**config.mk**
```make
export PLATFORM = sky130hd
export DESIGN_NAME = c2c_slave_rx
export DESIGN_NICKNAME = d
export VERILOG_FILES = /design/src/rtl/c2c_pkg.sv /design/src/rtl/c2c_sync_fifo.sv /design/src/rtl/c2c_slave_rx.sv
export SDC_FILE = /design/constraint.sdc
export NUM_CORES = 1
export LEC_CHECK = 0
export CAP_MARGIN = 20
export CORE_ASPECT_RATIO = 1.25
export CORE_MARGIN = 2
export CORE_UTILIZATION = 50
export DETAILED_ROUTE_END_ITERATION = 12
export GPL_TIMING_DRIVEN = 0
export PLACE_DENSITY = 0.72
export SYNTH_ARGS = -nofsm -noshare
export SYNTH_HDL_FRONTEND = slang
export SYNTH_SLANG_ARGS = --single-unit
```
**constraint.sdc**
```tcl
create_clock -name clk -period 2.73 [get_ports clk]
set_clock_uncertainty 0.05 [all_clocks]
set_input_delay 0.546 -clock clk [delete_from_list [all_inputs] [get_ports clk]]
set_output_delay 0.546 -clock clk [all_outputs]
set_load 0.02 [all_outputs]
```
**src/rtl/c2c_pkg.sv**
```systemverilog
// Shared definitions for the chip-to-chip link: top-level mode encodings
// and the receive-slave handshake state machine states.
package c2c_pkg;

   localparam logic [1:0] ST_IDLE = 2'd0;
   localparam logic [1:0] ST_TX   = 2'd1;
   localparam logic [1:0] ST_RX   = 2'd2;
   localparam logic [1:0] ST_DONE = 2'd3;

   typedef enum logic [2:0] {
      S_IDLE,
      S_ACK,
      S_WAIT_VALID,
      S_NOTICE,
      S_DONE,
      S_ERR
   } slaveState_e;

endpackage

```
**src/rtl/c2c_sync_fifo.sv**
```systemverilog
// Small synchronous FIFO that buffers received words for the local consumer.
// The head word is held in a register that is refreshed whenever the read
// pointer moves or a word is written into an empty slot at the read
// position. That slot is the head when the FIFO is empty, or when the only
// word is popped in the same cycle.
module c2c_sync_fifo
   import c2c_pkg::*;
#(
   parameter int DATA_W = 3,
   parameter int DEPTH  = 4
) (
   input  logic                     i_clk,
   input  logic                     i_reset,
   input  logic                     i_push,
   input  logic [DATA_W-1:0]        i_pushData,
   input  logic                     i_pop,
   output logic [DATA_W-1:0]        o_head,
   output logic                     o_notEmpty,
   output logic [$clog2(DEPTH):0]   o_fill
);

   localparam int AW = $clog2(DEPTH);

   logic [DATA_W-1:0] r_mem [DEPTH];
   logic [AW-1:0]     r_wrPtr;
   logic [AW-1:0]     r_rdPtr;
   logic [AW:0]       r_fill;
   logic [DATA_W-1:0] r_head;

   logic              w_doPush;
   logic              w_doPop;
   logic [AW-1:0]     w_rdPtrNext;
   logic [DATA_W-1:0] w_headNext;

   // Qualify push/pop and work out which word will sit at the head next cycle
   always_comb begin
      w_doPop     = i_pop && (r_fill != '0);
      w_doPush    = i_push && ((r_fill != (AW+1)'(DEPTH)) || w_doPop);
      w_rdPtrNext = w_doPop ? (r_rdPtr + AW'(1)) : r_rdPtr;
      if (w_doPush && (w_rdPtrNext == r_wrPtr)) begin
         w_headNext = i_pushData;
      end else begin
         w_headNext = r_mem[w_rdPtrNext];
      end
   end

   // Storage array; contents need no reset because fill guards every read
   always_ff @(posedge i_clk) begin
      if (w_doPush) begin
         r_mem[r_wrPtr] <= i_pushData;
      end
   end

   // Pointers, occupancy and the registered head word
   always_ff @(posedge i_clk) begin
      if (i_reset) begin
         r_wrPtr <= '0;
         r_rdPtr <= '0;
         r_fill  <= '0;
         r_head  <= '0;
      end else begin
         if (w_doPush) begin
            r_wrPtr <= r_wrPtr + AW'(1);
         end
         r_rdPtr <= w_rdPtrNext;
         r_head  <= w_headNext;
         case ({w_doPush, w_doPop})
            2'b10:   r_fill <= r_fill + (AW+1)'(1);
            2'b01:   r_fill <= r_fill - (AW+1)'(1);
            default: r_fill <= r_fill;
         endcase
      end
   end

   assign o_head     = r_head;
   assign o_notEmpty = (r_fill != '0);
   assign o_fill     = r_fill;

endmodule

```
**src/rtl/c2c_slave_rx.sv**
```systemverilog
// Receive-side slave of the chip-to-chip link. Runs the four-phase
// request/ack/valid/notice handshake with the master one word at a time,
// checks even parity, and buffers accepted words for the local consumer.
// A full buffer holds the slave in IDLE so the master waits for space.
module c2c_slave_rx
   import c2c_pkg::*;
#(
   parameter int DATA_W     = 3,
   parameter int WORDS      = 4,
   parameter int FIFO_DEPTH = 4,
   parameter int PARITY_EN  = 1
) (
   input  logic                          clk,
   input  logic                          rst_n,
   input  logic [1:0]                    top_state,
   input  logic                          request,
   input  logic                          valid,
   input  logic [DATA_W-1:0]             data_in,
   input  logic                          parity_in,
   output logic                          ack,
   output logic                          notice,
   output logic                          done,
   output logic                          err,
   output logic [DATA_W-1:0]             out_data,
   output logic                          out_valid,
   input  logic                          out_ready,
   output logic [$clog2(FIFO_DEPTH):0]   fill
);

   localparam int CW = $clog2(WORDS + 1);
   localparam int FW = $clog2(FIFO_DEPTH) + 1;

   logic [1:0]        r_reqSync;
   logic [1:0]        r_valSync;
   slaveState_e       r_state;
   logic [CW-1:0]     r_wordCnt;
   logic              r_ack;
   logic              r_notice;
   logic              r_done;
   logic              r_err;

   logic              w_reqS;
   logic              w_valS;
   logic              w_enabled;
   logic              w_parityBad;
   logic              w_push;
   logic [FW-1:0]     w_fill;

   // Two-stage synchronisers for the master's asynchronous strobes
   always_ff @(posedge clk) begin
      if (rst_n) begin
         r_reqSync <= '0;
         r_valSync <= '0;
      end else begin
         r_reqSync <= {r_reqSync[0], request};
         r_valSync <= {r_valSync[0], valid};
      end
   end

   // Word acceptance: a word enters the buffer in the cycle WAIT_VALID sees valid with good parity
   always_comb begin
      w_reqS      = r_reqSync[1];
      w_valS      = r_valSync[1];
      w_enabled   = (top_state == ST_RX);
      w_parityBad = (PARITY_EN != 0) && (^{data_in, parity_in});
      w_push      = (r_state == S_WAIT_VALID) && w_enabled && w_valS && !w_parityBad;
   end

   // Handshake state machine with registered, glitch-free outputs
   always_ff @(posedge clk) begin
      if (rst_n) begin
         r_state   <= S_IDLE;
         r_wordCnt <= '0;
         r_ack     <= 1'b0;
         r_notice  <= 1'b0;
         r_done    <= 1'b0;
         r_err     <= 1'b0;
      end else if (!w_enabled) begin
         r_state   <= S_IDLE;
         r_wordCnt <= '0;
         r_ack     <= 1'b0;
         r_notice  <= 1'b0;
         r_done    <= 1'b0;
         r_err     <= 1'b0;
      end else begin
         r_done <= 1'b0;
         case (r_state)
            S_IDLE: begin
               if (w_reqS && (w_fill < FW'(FIFO_DEPTH))) begin
                  r_state <= S_ACK;
                  r_ack   <= 1'b1;
               end
            end
            S_ACK: begin
               if (!w_reqS) begin
                  r_state <= S_WAIT_VALID;
                  r_ack   <= 1'b0;
               end
            end
            S_WAIT_VALID: begin
               if (w_valS) begin
                  if (w_parityBad) begin
                     r_state <= S_ERR;
                     r_err   <= 1'b1;
                  end else begin
                     r_state   <= S_NOTICE;
                     r_notice  <= 1'b1;
                     r_wordCnt <= r_wordCnt + CW'(1);
                  end
               end
            end
            S_NOTICE: begin
               if (!w_valS) begin
                  r_notice <= 1'b0;
                  if (r_wordCnt == CW'(WORDS)) begin
                     r_state <= S_DONE;
                     r_done  <= 1'b1;
                  end else begin
                     r_state <= S_IDLE;
                  end
               end
            end
            S_DONE: begin
               r_wordCnt <= '0;
               r_state   <= S_IDLE;
            end
            S_ERR: begin
               r_state <= S_ERR;
            end
            default: begin
               r_state <= S_IDLE;
            end
         endcase
      end
   end

   c2c_sync_fifo #(
      .DATA_W (DATA_W),
      .DEPTH  (FIFO_DEPTH)
   ) u_fifo (
      .i_clk      (clk),
      .i_reset    (rst_n),
      .i_push     (w_push),
      .i_pushData (data_in),
      .i_pop      (out_ready),
      .o_head     (out_data),
      .o_notEmpty (out_valid),
      .o_fill     (w_fill)
   );

   assign ack    = r_ack;
   assign notice = r_notice;
   assign done   = r_done;
   assign err    = r_err;
   assign fill   = w_fill;

endmodule
```
==> impl_metrics.csv, run 1 <==
group,metric,value,unit
floorplan,ioPinCount,22,
global_routing,grtUsageMet3,0.0420,
drt,postRouteAntennaNets,0,
min_path,whs_endpoint,"r_valSync[1]",
synth,synth_top_area_cell,"dfxtp_1",
global_routing,antenna_found_initial,0,
synth,syn_area_per_cell,10.9,um2
clocking,tritoncts,"yes",
finish,diodes,0,
min_path,hp-class,"flop to flop",
synth,netlist.area_leader.share,0.266,
finish,final_common_cell,"dfxtp_1",
drt,drc,0,
sta,fin_crit,2.45,ns
setup_path,crit_path_end_kind,"flop",
finish,multi_input_area,901,um2
sta,worst_pin_slew,0.473,ns
power,power_density,456,nW/um2
floorplan,initial_core_util,0.519,
synth,seq_area_frac_synth,0.465,
setup_path,r2r_end,"u_fifo.o_fill[2]",
clocking,clk-insertion-delay-late,0.28,ns
setup_path,crit_fanout,3,
finish,fillCellCount,286,
global_routing,grt_max_degree,11,
global_routing,grt_overflow,0,
setup_path,startpoint_type,"primary input",
power,ir_worst_vdd,0.000392,V
finish,drive_gt1_frac,0.138,
setup_path,required,2.85,ns
placement,portBuffers,20,
synth,syn-cell-area,1810,um2
setup_path,rrSetupSlack,0.37,ns
floorplan,die_area,4110,um2
clocking,clk_pin_slew_worst_paths,0.07,ns
synth,synth.net_count,184,
clocking,clk_path_buf_depth,2,
synth,synth_flop_cell,"dfxtp_1",
placement,hpwl,2490,um
synth,async_flop_share,0,
sta,drv_slew,0,
status,status,"complete, no violations",
finish,syn_to_final_growth,19.9,%
sta,worst_slew_margin_rel,0.685,
sta,rsz0062_at_grt,"false",
synth,ys_seq_elements,36,
floorplan,die_h,71.2,um
synth,syn_inst,166,
global_routing,grt_pass1_vias,1316,
floorplan,core,3480,um2
sta,hold_violations,0,
finish,final_cell_mix,"dfxtp_1 (24), clkdlybuf4s50_1 (17), nor2_1 (12), edfxtp_1 (12), inv_1 (10)",
finish,nets,212,
placement,place_congestion,0.855,
clocking,clock-sinks,36,
setup_path,ff2ff_path_depth,10,
synth,synthTopCellsByArea,"dfxtp_1 (27%), edfxtp_1 (20%), mux4_2 (7.5%)",
placement,place_inst,225,
sta,tns,0,ns
synth,synth-edff-count,12,
drt,wirelength,3220,um
drt,drtPass1Iterations,4,
setup_path,worstPathArrival,2.58,ns
drt,viasPerCell,5.47,
sta,fmax,408,MHz
finish,final_cells,234,
global_routing,use_met1,0.183,
power,p_leak,0.824,nW
clocking,cts_root_buf,"clkbuf_8",
setup_path,r2r-start,"r_state[1]",
floorplan,fp.dieW,57.8,um
drt,num_vias,1280,
finish,regArea,841,um2
sta,period_share,0.898,
min_path,holdCritStartpoint,"r_valSync[0]",
sta,final-setup-viol-count,0,
global_routing,met2_usage,0.321,
min_path,hold_depth,1,
clocking,postCtsHoldBufs,0,
clocking,numCtsBuffers,5,
global_routing,track_usage,0.178,
synth,synth_cell_types,42,
job,maxCapViolCount,0,
drt,routedWlPerCell,13.8,um
drt,drtIter0Drc,65,
setup_path,critical_path_class,"primary input to flop",
synth,synth-warning-count,0,
clocking,h-tree-depth,2,
floorplan,std_cell_rows,24,
global_routing,busiest_layer,"met2",
global_routing,grt_pass1_wl,5580,um
==> routing by layer <==
| metal | up-vias | share of wire |
|---|---|---|
| li1 | 641 | - |
| met1 | 605 | 0.38 |
| met2 | 25 | 0.55 |
| met3 | 9 | 0.040 |
| met4 | 0 | 0.022 |
| met5 | - | 0 |
==> per-stage QoR <==
stage	instance area (um2)	hold WS (ns)	power (mW)	utilization	setup slack, ns
after floorplan	1810	0.364	0.616	-	0.402
after global placement	2060	0.378	0.645	0.590	-0.407
after detailed placement	2060	0.381	0.647	0.590	-0.449
after CTS	2140	0.397	0.997	0.615	0.0961
after global routing	2170	0.423	1.03	0.622	0.130
final	2170	0.396	0.987	0.622	0.277
==> where the power goes <==
part | switching (mW) | internal (mW)
clock | 0.167 | 0.177
combinational | 0.0416 | 0.0401
sequential | 0.00285 | 0.558
total | 0.212 | 0.775
==> layout make-up <==
type | instances | area share
multi-input cells | 111 | 0.416
flip-flops and latches | 36 | 0.388
repair buffers | 21 | 0.0994
clock buffers | 7 | 0.0352
well taps | 39 | 0.0225
plain buffers | 9 | 0.0196
inverters | 10 | 0.0173
clock inverters | 1 | 0.00173
==> critical path, stage by stage <==
cell             delay [ns]
clkdlybuf4s50_1        0.45
xnor2_2                0.17
xnor2_2                0.20
a31oi_1                0.18
fa_1                   0.39
inv_1                  0.07
nor2_1                 0.04
a22oi_1                0.18
mux2_2                 0.35
==> kinds of logic after synthesis <==
group | Yosys count | share of synthesized area
XOR/XNOR | 9 | 0.0478
AND/OR/NAND/NOR | 56 | 0.177
multiplexers | 11 | 0.104
AO/OA/AOI/OAI | 28 | 0.109
buffers and inverters | 19 | 0.0443
adder cells (fa/ha/maj) | 7 | 0.0526
flip-flops | 36 | 0.465
==> sequential cells by signal (all words and copies together), names as in the netlist <==
| signal | cells |
|---|---|
| ack | 1 |
| done | 1 |
| err | 1 |
| notice | 1 |
| r_reqSync | 2 |
| r_state | 3 |
| r_valSync | 2 |
| r_wordCnt | 3 |
| u_fifo.o_fill | 3 |
| u_fifo.o_head | 3 |
| u_fifo.r_mem | 12 |
| u_fifo.r_rdPtr | 2 |
| u_fifo.r_wrPtr | 2 |
==> repair_timing <==
| item | in CTS | in global routing |
|---|---|---|
| pin swaps | 1 | 0 |
| setup endpoints to repair | 1 | 1 |
| resized for setup | 0 | 5 |
| setup buffers | 1 | 0 |
==> worst max path at each step <==
stage	start	endpoint	slack [ns]	cells after the start
6_report	parity_in	u_fifo.o_fill[2]	0.28	9
5_1_grt	parity_in	u_fifo.o_fill[2]	0.13	9
4_1_cts	data_in[2]	u_fifo.o_fill[2]	0.1	9
3_5_place_dp	data_in[2]	u_fifo.o_fill[2]	-0.45	9
3_3_place_gp	data_in[2]	u_fifo.o_fill[2]	-0.41	9
2_1_floorplan	u_fifo.o_fill[0]	u_fifo.o_fill[2]	0.40	8
==> synth_stat cells (all sizes together) (3+ instances only) <==
cell and number:
nor2 12, nand2b 7, a21oi 5, nand2 5, edfxtp 12, a221oi 3, a31oi 3, mux2i 3
xor2 3, xnor2 6, nor3 3, nor2b 9, o21ai 4, nand3 4, dfxtp 24, mux4 6
a211oi 4, buf 5, and2 8, inv 10, ha 6, clkbuf 4
(Power assumes the default switching activity.)
==> run 2: changes to the inputs <==
Clock period 2.73 ns to 3.1 ns, I/O delays scaled along.
==> impl_metrics.csv, run 2 (same netlist as run 1, synthesis figures left out) <==
group,metric,value,unit
clocking,cts_resized,0,
finish,regArea,841,um2
setup_path,critical_path_class,"primary input to flop",
global_routing,antenna_found_initial,0,
setup_path,crit_path_end_kind,"flop",
placement,hpwl,2490,um
placement,place_area,2060,um2
global_routing,grt_pass1_wl,5540,um
finish,drive_gt1_frac,0.133,
finish,final_common_cell,"dfxtp_1",
clocking,postCtsHoldBufs,0,
finish,largest-register,"u_fifo.r_mem",
setup_path,worstPathArrival,2.91,ns
setup_path,crit_family,"buffers and inverters",
floorplan,die_h,71.2,um
sta,whs,0.396,ns
setup_path,r2r_end,"u_fifo.o_fill[2]",
global_routing,grt_max_degree,11,
finish,final_cell_mix,"dfxtp_1 (24), clkdlybuf4s50_1 (20), nor2_1 (12), edfxtp_1 (12), inv_1 (10)",
setup_path,required,3.22,ns
floorplan,std_cell_rows,24,
job,maxCapViolCount,0,
sta,period_share,0.900,
setup_path,max_stage_delay,0.59,ns
setup_path,setup.worst_path.end,"u_fifo.o_fill[2]",
min_path,hp-class,"flop to flop",
setup_path,path_cells,"clkdlybuf4s50_1, xnor2_1, xnor2_2, a31oi_1, fa_1, inv_1, nor2_1, a22oi_1, mux2_2",
drt,num_vias,1290,
finish,final_util,0.617,
floorplan,die_area,4110,um2
setup_path,r2r-start,"r_state[1]",
finish,final_area,2150,um2
drt,postRouteAntennaNets,0,
finish,syn_to_final_growth,19.0,%
finish,largest_reg_flops,12,
clocking,numCtsBuffers,5,
setup_path,crit_start,"data_in[0]",
setup_path,cpMaxStageDelayCell,"clkdlybuf4s50_1",
setup_path,path_depth,9,
floorplan,ioPinCount,22,
placement,portBuffers,20,
setup_path,crit_buf_inv,2,
drt,routedWlPerCell,13.8,um
sta,worst_slew_margin_rel,0.685,
drt,drc,0,
floorplan,initial_core_util,0.519,
finish,final_cells,235,
setup_path,startpoint_type,"primary input",
global_routing,grt_pass1_vias,1312,
power,p_leak,0.790,nW
drt,wirelength,3250,um
sta,final-setup-viol-count,0,
finish,diodes,0,
sta,rsz0062_at_grt,"false",
status,status,"complete, no violations",
sta,fin_crit,2.79,ns
power,ir_worst_vdd,0.000345,V
clocking,clock-sinks,36,
setup_path,ff2ff_path_depth,10,
drt,drtPass1Iterations,4,
clocking,clk-insertion-delay-late,0.28,ns
global_routing,track_usage,0.176,
clocking,clk_path_buf_depth,2,
clocking,h-tree-depth,2,
clocking,cts_root_buf,"clkbuf_8",
finish,multi_input_area,886,um2
drt,viasPerCell,5.49,
sta,worst_pin_slew,0.473,ns
drt,drtIter0Drc,53,
placement,place_inst,225,
floorplan,core,3480,um2
floorplan,fp.dieW,57.8,um
setup_path,crit_fanout,6,
clocking,tritoncts,"yes",
sta,drv_slew,0,
clocking,clk_pin_slew_worst_paths,0.07,ns
global_routing,grt_overflow,0,
sta,hold_violations,0,
sta,fmax,358,MHz
placement,place_congestion,0.855,
finish,fillCellCount,291,
finish,nets,213,
min_path,holdCritStartpoint,"r_valSync[0]",
clocking,post_cts_buffers,0,
power,power_density,405,nW/um2
min_path,hold_depth,1,
setup_path,rrSetupSlack,0.72,ns
==> run 2: cell count changes in the layout (fill, tap and decap cells not counted) <==
cell,delta
clkdlybuf4s50_1,+3
buf_4,+1
dlymetal6s2s_1,-3
xnor2_2,-2
xnor2_1,+2
==> run 2: worst min-delay path by stage <==
stage / slack (ns) / end
2_1_floorplan: 0.36 / r_reqSync[1]
3_3_place_gp: 0.38 / r_valSync[1]
3_5_place_dp: 0.38 / r_valSync[1]
4_1_cts: 0.40 / r_valSync[1]
5_1_grt: 0.42 / r_valSync[1]
6_report: 0.40 / r_valSync[1]
==> run 2: worst register-to-register path, cell delays in order, from the launching register on <==
cell and delay [ns]:
dfxtp_1 0.30, buf_2 0.19, nor2b_4 0.20, and3_1 0.17, buf_2 0.17, a31oi_1 0.16, fa_1 0.39, inv_1 0.07
nor2_1 0.04, a22oi_1 0.18, mux2_2 0.35
==> run 2: metal layers <==
| layer | track usage | vias to the layer above | share of wire |
|---|---|---|---|
| li1 | - | 641 | - |
| met1 | 0.181 | 613 | 0.39 |
| met2 | 0.319 | 30 | 0.56 |
| met3 | 0.0439 | 6 | 0.043 |
| met4 | 0.0956 | 0 | 0.016 |
| met5 | 0 | - | 0 |
==> run 2: power by group <==
part	total, mW	switching (mW)	internal, mW
sequential	0.494	0.00262	0.491
clock	0.304	0.148	0.156
combinational	0.0727	0.0356	0.0371
==> run 2: final cells by class <==
cell class	count	area share
sequential	36	0.391
inverter	10	0.0175
timing repair buffer	22	0.100
clock buffer	7	0.0355
buffer	9	0.0198
clock inverter	1	0.00175
tap	39	0.0227
multi-input combinational	111	0.412
==> run 2: metrics by stage <==
step | setup TNS [ns] | total power [mW] | setup WS, ns
after floorplan | 0 | 0.542 | 0.699
after global placement | -0.111 | 0.568 | -0.111
after detailed placement | -0.153 | 0.570 | -0.153
after CTS | 0 | 0.874 | 0.143
after global routing | 0 | 0.908 | 0.115
final | 0 | 0.870 | 0.311
